--- config.mk ---
export PLATFORM = sky130hd
export DESIGN_NAME = gcd_stream
export DESIGN_NICKNAME = d
export VERILOG_FILES = /design/src/rtl/gcd_stream.sv
export SDC_FILE = /design/constraint.sdc
export NUM_CORES = 1
export LEC_CHECK = 0
export BUFFER_PORTS_ARGS = -buffer_cell sky130_fd_sc_hd__buf_2
export CORE_MARGIN = 2
export CORE_UTILIZATION = 41
export CTS_CLUSTER_DIAMETER = 50
export CTS_CLUSTER_SIZE = 40
export DETAILED_ROUTE_END_ITERATION = 7
export SLEW_MARGIN = 20
export SYNTH_ARGS = -nofsm -noshare
export SYNTH_HDL_FRONTEND = slang
export SYNTH_SLANG_ARGS = --single-unit
--- constraint.sdc ---
create_clock -name clk -period 2.2 [get_ports clk]
set_input_delay 0.11 -clock clk [delete_from_list [all_inputs] [get_ports clk]]
set_output_delay 0.11 -clock clk [all_outputs]
set_load 0.005 [all_outputs]
--- src/rtl/gcd_stream.sv ---
// Streaming binary (Stein) GCD with valid/ready on both sides.
// Optional out_coprime flag is enabled with `define GCD_COPRIME_EN.
module gcd_stream #(
    parameter int WIDTH = 8,
    parameter int KW    = $clog2(WIDTH) + 1
) (
    input  logic             clk,
    input  logic             nrst,
    input  logic             in_valid,
    output logic             in_ready,
    input  logic [WIDTH-1:0] in_a,
    input  logic [WIDTH-1:0] in_b,
    output logic             out_valid,
    input  logic             out_ready,
    output logic [WIDTH-1:0] out_gcd
`ifdef GCD_COPRIME_EN
    ,
    output logic             out_coprime
`endif
);

    typedef enum logic [1:0] {
        S_IDLE,
        S_RUN,
        S_DONE
    } state_t;

    state_t           r_state;
    state_t           w_state_n;
    logic [WIDTH-1:0] r_a;
    logic [WIDTH-1:0] r_b;
    logic [WIDTH-1:0] w_a_n;
    logic [WIDTH-1:0] w_b_n;
    logic [KW-1:0]    r_k;
    logic [KW-1:0]    w_k_n;
    logic [WIDTH-1:0] r_gcd;
    logic [WIDTH-1:0] w_gcd_n;
    logic [WIDTH-1:0] w_a_m_b;
    logic [WIDTH-1:0] w_b_m_a;
    logic [WIDTH-1:0] w_a_or_b;
    logic [WIDTH-1:0] w_shl;

    assign w_a_m_b  = r_a - r_b;
    assign w_b_m_a  = r_b - r_a;
    assign w_a_or_b = r_a | r_b;
    assign w_shl    = r_a << r_k;

    // Gated by nrst so in_ready is low for the whole reset window.
    assign in_ready  = nrst && (r_state == S_IDLE);
    assign out_valid = (r_state == S_DONE);
    assign out_gcd   = r_gcd;

    always_comb begin
        w_state_n = r_state;
        w_a_n     = r_a;
        w_b_n     = r_b;
        w_k_n     = r_k;
        w_gcd_n   = r_gcd;
        unique case (r_state)
            S_IDLE: begin
                if (in_valid) begin
                    w_a_n     = in_a;
                    w_b_n     = in_b;
                    w_k_n     = '0;
                    w_state_n = S_RUN;
                end
            end
            S_RUN: begin
                // Zero operands resolve on the first RUN cycle.
                if (r_a == '0 || r_b == '0) begin
                    w_gcd_n   = w_a_or_b;
                    w_state_n = S_DONE;
                end else if (r_a == r_b) begin
                    w_gcd_n   = w_shl;
                    w_state_n = S_DONE;
                end else if (!r_a[0] && !r_b[0]) begin
                    w_a_n = r_a >> 1;
                    w_b_n = r_b >> 1;
                    w_k_n = r_k + KW'(1);
                end else if (!r_a[0]) begin
                    w_a_n = r_a >> 1;
                end else if (!r_b[0]) begin
                    w_b_n = r_b >> 1;
                end else if (r_a > r_b) begin
                    w_a_n = w_a_m_b >> 1;
                end else begin
                    w_b_n = w_b_m_a >> 1;
                end
            end
            S_DONE: begin
                if (out_ready) begin
                    w_state_n = S_IDLE;
                end
            end
            default: begin
                w_state_n = S_IDLE;
            end
        endcase
    end

    always_ff @(posedge clk or negedge nrst) begin
        if (!nrst) begin
            r_state <= S_IDLE;
            r_a     <= '0;
            r_b     <= '0;
            r_k     <= '0;
            r_gcd   <= '0;
        end else begin
            r_state <= w_state_n;
            r_a     <= w_a_n;
            r_b     <= w_b_n;
            r_k     <= w_k_n;
            r_gcd   <= w_gcd_n;
        end
    end

`ifdef GCD_COPRIME_EN
    logic r_coprime;
    logic w_coprime_n;

    always_comb begin
        w_coprime_n = r_coprime;
        if (r_state == S_RUN && w_state_n == S_DONE) begin
            w_coprime_n = (w_gcd_n == WIDTH'(1));
        end
    end

    always_ff @(posedge clk or negedge nrst) begin
        if (!nrst) begin
            r_coprime <= 1'b0;
        end else begin
            r_coprime <= w_coprime_n;
        end
    end

    assign out_coprime = r_coprime;
`endif

endmodule

# After elaboration in Yosys (flattened, before gate mapping)
# Cells that the tools add are included.
# word_totals
reg_bits,30
input_bits,20
out_inout_bits,10
word_cells,71
# op_classes
n_addsub,3
n_lt_le_gt_ge,1
eq_ne,13
n_shift,1
n_mux,28
n_bitwise,1
n_reduce_logical,17
# ops
operator,n
8-bit 2-to-1 mux,16
8-bit case mux with 2 select lines,2
8-bit zero test,2
4-bit 2-to-1 mux,4
8-bit subtractor,2
4-bit inequality test (second input constant),3
6-bit AND reduction,2
5-bit AND reduction,2
8-bit equality test,1
8-bit greater-than comparator,1
2-bit 2-to-1 mux,4
2-bit inequality test (second input constant),4
8-bit OR,1
4-bit case mux with 2 select lines,1
8-bit by 4-bit left shift with 8-bit output,1
3-bit inequality test (second input constant),2
2-bit case mux with 3 select lines,1
4-bit by 1-bit adder with 4-bit output (second input constant),1
4-bit AND reduction,1
2-bit nonzero test,2
3-bit AND reduction,1
2-bit by 1-bit equality test with 1-bit output (second input constant),1
2-bit equality test (second input constant),1
1-bit logical AND,2
other kinds (5),6

# Depth between registers and ports, before layout
# depth
ltp_word,8
ltp_mapped,9
ltp_nobuf,9

# Least setup slack after synthesis
# Ideal clock, no wire load.
# synth_path
path_kind,register -> register
start,register r_a[0]
end,register r_a[0]
setup_ps,126
t_arrival_ps,2305
t_required_ps,2074
slack_ps,-231
path_stages_with_launch,9
n_path_buf,0
synth_period_minus_slack_ps,2431
cell_sequence,dfrtp_1 inv_1 ha_1 fa_1 o21bai_1 o2111ai_1 a31oi_1 a221oi_1 a221o_1
# synth_via
elab_chain_len,8
elab_cells_between_ends,17
cone_classes,add/sub: 1; order compare: 1; eq/ne: 3; mux: 7; reduce/logical: 5
# synth_lines
element,line,source
from (decl),30,logic [WIDTH-1:0] r_a;
from (signal assigned),110,r_a <= w_a_n;
8-bit subtractor or 8-bit greater-than comparator (tied branches),"43, 84",
8-bit 2-to-1 mux,84,end else if (r_a > r_b) begin
8-bit 2-to-1 mux,82,end else if (!r_b[0]) begin
8-bit 2-to-1 mux,80,end else if (!r_a[0]) begin
8-bit 2-to-1 mux,76,end else if (!r_a[0] && !r_b[0]) begin
8-bit 2-to-1 mux,73,end else if (r_a == r_b) begin
8-bit 2-to-1 mux,70,if (r_a == '0 || r_b == '0) begin
8-bit case mux with 2 select lines,59,unique case (r_state)
# Parallel ways exist; a longest one is shown, timed or not. The select of a mux whose other input is x is not followed.
# A chain may end at the register's enable or synchronous reset.

# Worst setup path after layout
# layout_path
start,register r_b[3]
end,register r_b[6]
# layout_via
elab_chain_len,8
elab_cells_between_ends,16
cone_classes,add/sub: 1; order compare: 1; eq/ne: 4; mux: 7; reduce/logical: 3
# layout_lines
element,line,source
from (decl),31,logic [WIDTH-1:0] r_b;
from (signal assigned),111,r_b <= w_b_n;
8-bit subtractor,44,assign w_b_m_a = r_b - r_a;
8-bit 2-to-1 mux,84,
8-bit 2-to-1 mux,82,
8-bit 2-to-1 mux,80,
8-bit 2-to-1 mux,76,
8-bit 2-to-1 mux,73,
8-bit 2-to-1 mux,70,
8-bit case mux with 2 select lines,59,
# Parallel ways exist; a longest one is shown, timed or not. The select of a mux whose other input is x is not followed.

==> summary.md <==
| Metric | Value |
|---|---|
| Post-synth EDFFs | 0 |
| Crit path arrival time | 2.53 ns |
| DR iter-0 viols | 114 |
| WS Path Type | reg2reg |
| Initial Util | 0.428 |
| Layout area overhead | 45.7% |
| Overall routing resource usage | 0.251 |
| TritonCTS Buffers | 5 |
| H-tree depth | 2 |
| Share of cells above drive strength 1 | 0.448 |
| Drt pass-1 iters | 4 |
| Antenna violation net count after detailed routing | 0 |
| Slew @ Worst Pin | 0.517 ns |
| Max Buffers Root-to-Sink | 2 |
| # rows | 29 |
| Commonest non-fill, non-tap cell in the layout | buf_4 |
| Nature of the critical path endpoint | register |
| Final wirelength | 9.01 mm |
| Critical path's largest stage delay | 0.57 ns |
| Setup Skew | 0.0138 ns |
| Sequential share of the synthesized area | 0.275 |
| Post-synth ARST share | 1.00 |
| Max-Cap Viols | 0 |
| Max-slew headroom | 0.655 |
| Syn Nets | 370 |
| Initial antenna violation count | 0 |
| Wire per inst | 17.4 microns |
| NumNets Final | 487 |
| RSZ-0062 raised after global routing | yes |
| Die ar. | 7340 sq um |
| Pre-CTS setup slack | -0.257 ns |
| Synth Cell Area | 2730 sq um |
| Top post-synthesis cells by area | dfrtp_1, ha_1, nor2_1, a21oi_1, inv_1 |
| Req. time, crit path | 2.37 ns |
| Fin crit period | 2.36 ns |
| Buffers on Ports | 29 |
| Ports | 30 |
| Area leader, netlist | dfrtp_1 |
| Final HPWL DP | 7.06 mm |
| Largest delay share family, worst path | compound AO/OA/AOI/OAI gates |
| YS warnings | 0 |
| Worst path cell trace | inv_2, ha_4, or4_4, nor2_4, a31oi_4, a221o_1, a222oi_1, o21ai_1 |
| Syn Area/Cell | 8.49 sq um |
| Distinct cells, synth | 58 |
| Vias | 2823 |
| Buffers & Inverters on Critical Path | 1 |
| Hold Path Class | in2reg |
| Slowest cell on the critical path | or4_4 |
| Synth Flop Type | dfrtp_1 |
| Fmax | 424 MHz |
| Die H | 85.7 microns |
| Yosys top cell area share | 0.275 |
| Clock sink count | 30 |
| Via density | 5.46 |
| Core area | 6390 sq um |
| Largest net degree at the start of global routing | 19 |
| First-pass GRT wire length | 14.2 mm |
| Congestion Overflow GR | 0 |
| Clk_lat worst skew | 0.29 ns |
| Antenna diode count | 0 |
| Synth Instances | 322 |
| FF+latch count, synth | 30 |
| Setup violators final | 13 |
| Critical path fanouts, max | 4 |
| CTS tree | done |
| Max-slew violation count | 0 |
| Final WS setup | -0.159 ns |
| DRC | 0 |
| Die width | 85.7 microns |
| Startpoint types | register |
| Commonest non-fill, non-tap cells in the layout | buf_4, nor2_1, buf_2, dfrtp_1, a21oi_1 |
| Reg clk slew, reported paths | 0.08 ns |
| Final Hold Viols | 0 |
| Vias in the first global route | 2842 |
| Outcome | complete, but fails checks |
| Final worst path period share | 1.07 |
| Failing checks | setup timing |
| Root buffer cell | clkbuf_8 |
| Gpl congestion | 0.946 |
==> through the flow <==
step	cell area, sq um	instances	hold WS, ns	TNS [ns]	util
2_1_floorplan	2850	322	-0.186	-0.643	-
3_3_place_gp	3630	495	0.0521	-1.70	0.569
3_5_place_dp	3630	495	0.0643	-2.06	0.569
4_1_cts	3890	509	0.0105	-0.876	0.609
5_1_grt	3980	517	0.0314	-2.30	0.624
6_report	3980	517	0.0182	-1.23	0.624
==> final timing paths <==
path / from / end / slack, ns / cells after the start
worst max-delay path: r_b[3]$_DFFE_PN0P_ / r_b[6]$_DFFE_PN0P_ / -0.16 / 8
worst max register to register: r_b[3]$_DFFE_PN0P_ / r_b[6]$_DFFE_PN0P_ / -0.16 / 8
worst min register to register: out_gcd[0]$_DFFE_PN0P_ / out_gcd[0]$_DFFE_PN0P_ / 0.52 / 2
worst min-delay path: in_b[7] / r_b[7]$_DFFE_PN0P_ / 0.02 / 3
max in group asynchronous: nrst / r_a[0]$_DFFE_PN0P_ / 1.29 / 3
min in group asynchronous: nrst / r_b[4]$_DFFE_PN0P_ / 0.29 / 2
==> area by class of cell <==
type | count | area [sq um]
flip-flops and latches | 30 | 754
fillers | 567 | 2400
repair buffers | 125 | 896
well taps | 77 | 96.3
multi-input cells | 251 | 2050
clock inverters | 1 | 5.00
inverters | 26 | 100
clock buffers | 7 | 86.3
==> repair_timing <==
action | 4_1_cts | 5_1_grt
endpoints found under the hold margin | 12 | 0
setup endpoints to repair | 15 | 24
hold buffers | 1 | 0
resized for setup | 29 | 10
pin swaps | 11 | 8
buffers inserted | 5 | 10
==> worst register-to-register path, stage by stage (launching register included) <==
cell and delay, ns:
dfrtp_1 0.40, inv_2 0.10, ha_4 0.22, or4_4 0.57, nor2_4 0.16, a31oi_4 0.07, a221o_1 0.38, a222oi_1 0.23
o21ai_1 0.11
==> logic make-up (layout without fill, tap and decap cells) <==
group / Yosys count / after routing / share of synthesized area
compound gates: 95 / 95 / 0.248
xor+xnor: 12 / 12 / 0.0384
fa+ha+maj: 28 / 28 / 0.134
buf+inv: 41 / 159 / 0.0654
flops: 30 / 30 / 0.275
mux: 13 / 13 / 0.0494
simple gates: 103 / 103 / 0.190
==> sequential cells by signal, indices dropped and copies added (netlist names) <==
name and flops:
r_a 8, r_b 8, out_gcd 8, r_state 2, r_k 4
==> synthesized netlist by cell type, drive strengths merged, types with 7 or more instances <==
master / count
nor2: 38
dfrtp: 30
a21oi: 27
ha: 26
inv: 26
nand2: 20
o21ai: 15
a31oi: 9
mux2i: 9
buf: 8
nand3: 8
xnor2: 8
clkbuf: 7
nor4: 7
==> layer usage <==
metal  track usage  up-vias  routed length [microns]
met1         0.302     1335                     3790
met2         0.457       74                     4630
met4        0.0866        0                      255
met3        0.0337       20                      342
met5             0        -                        0
li1              -     1394                        -
Power is left out: the tool's default activity adds up to more than one toggle a clock period on the data nets, which glitch-free logic cannot reach.
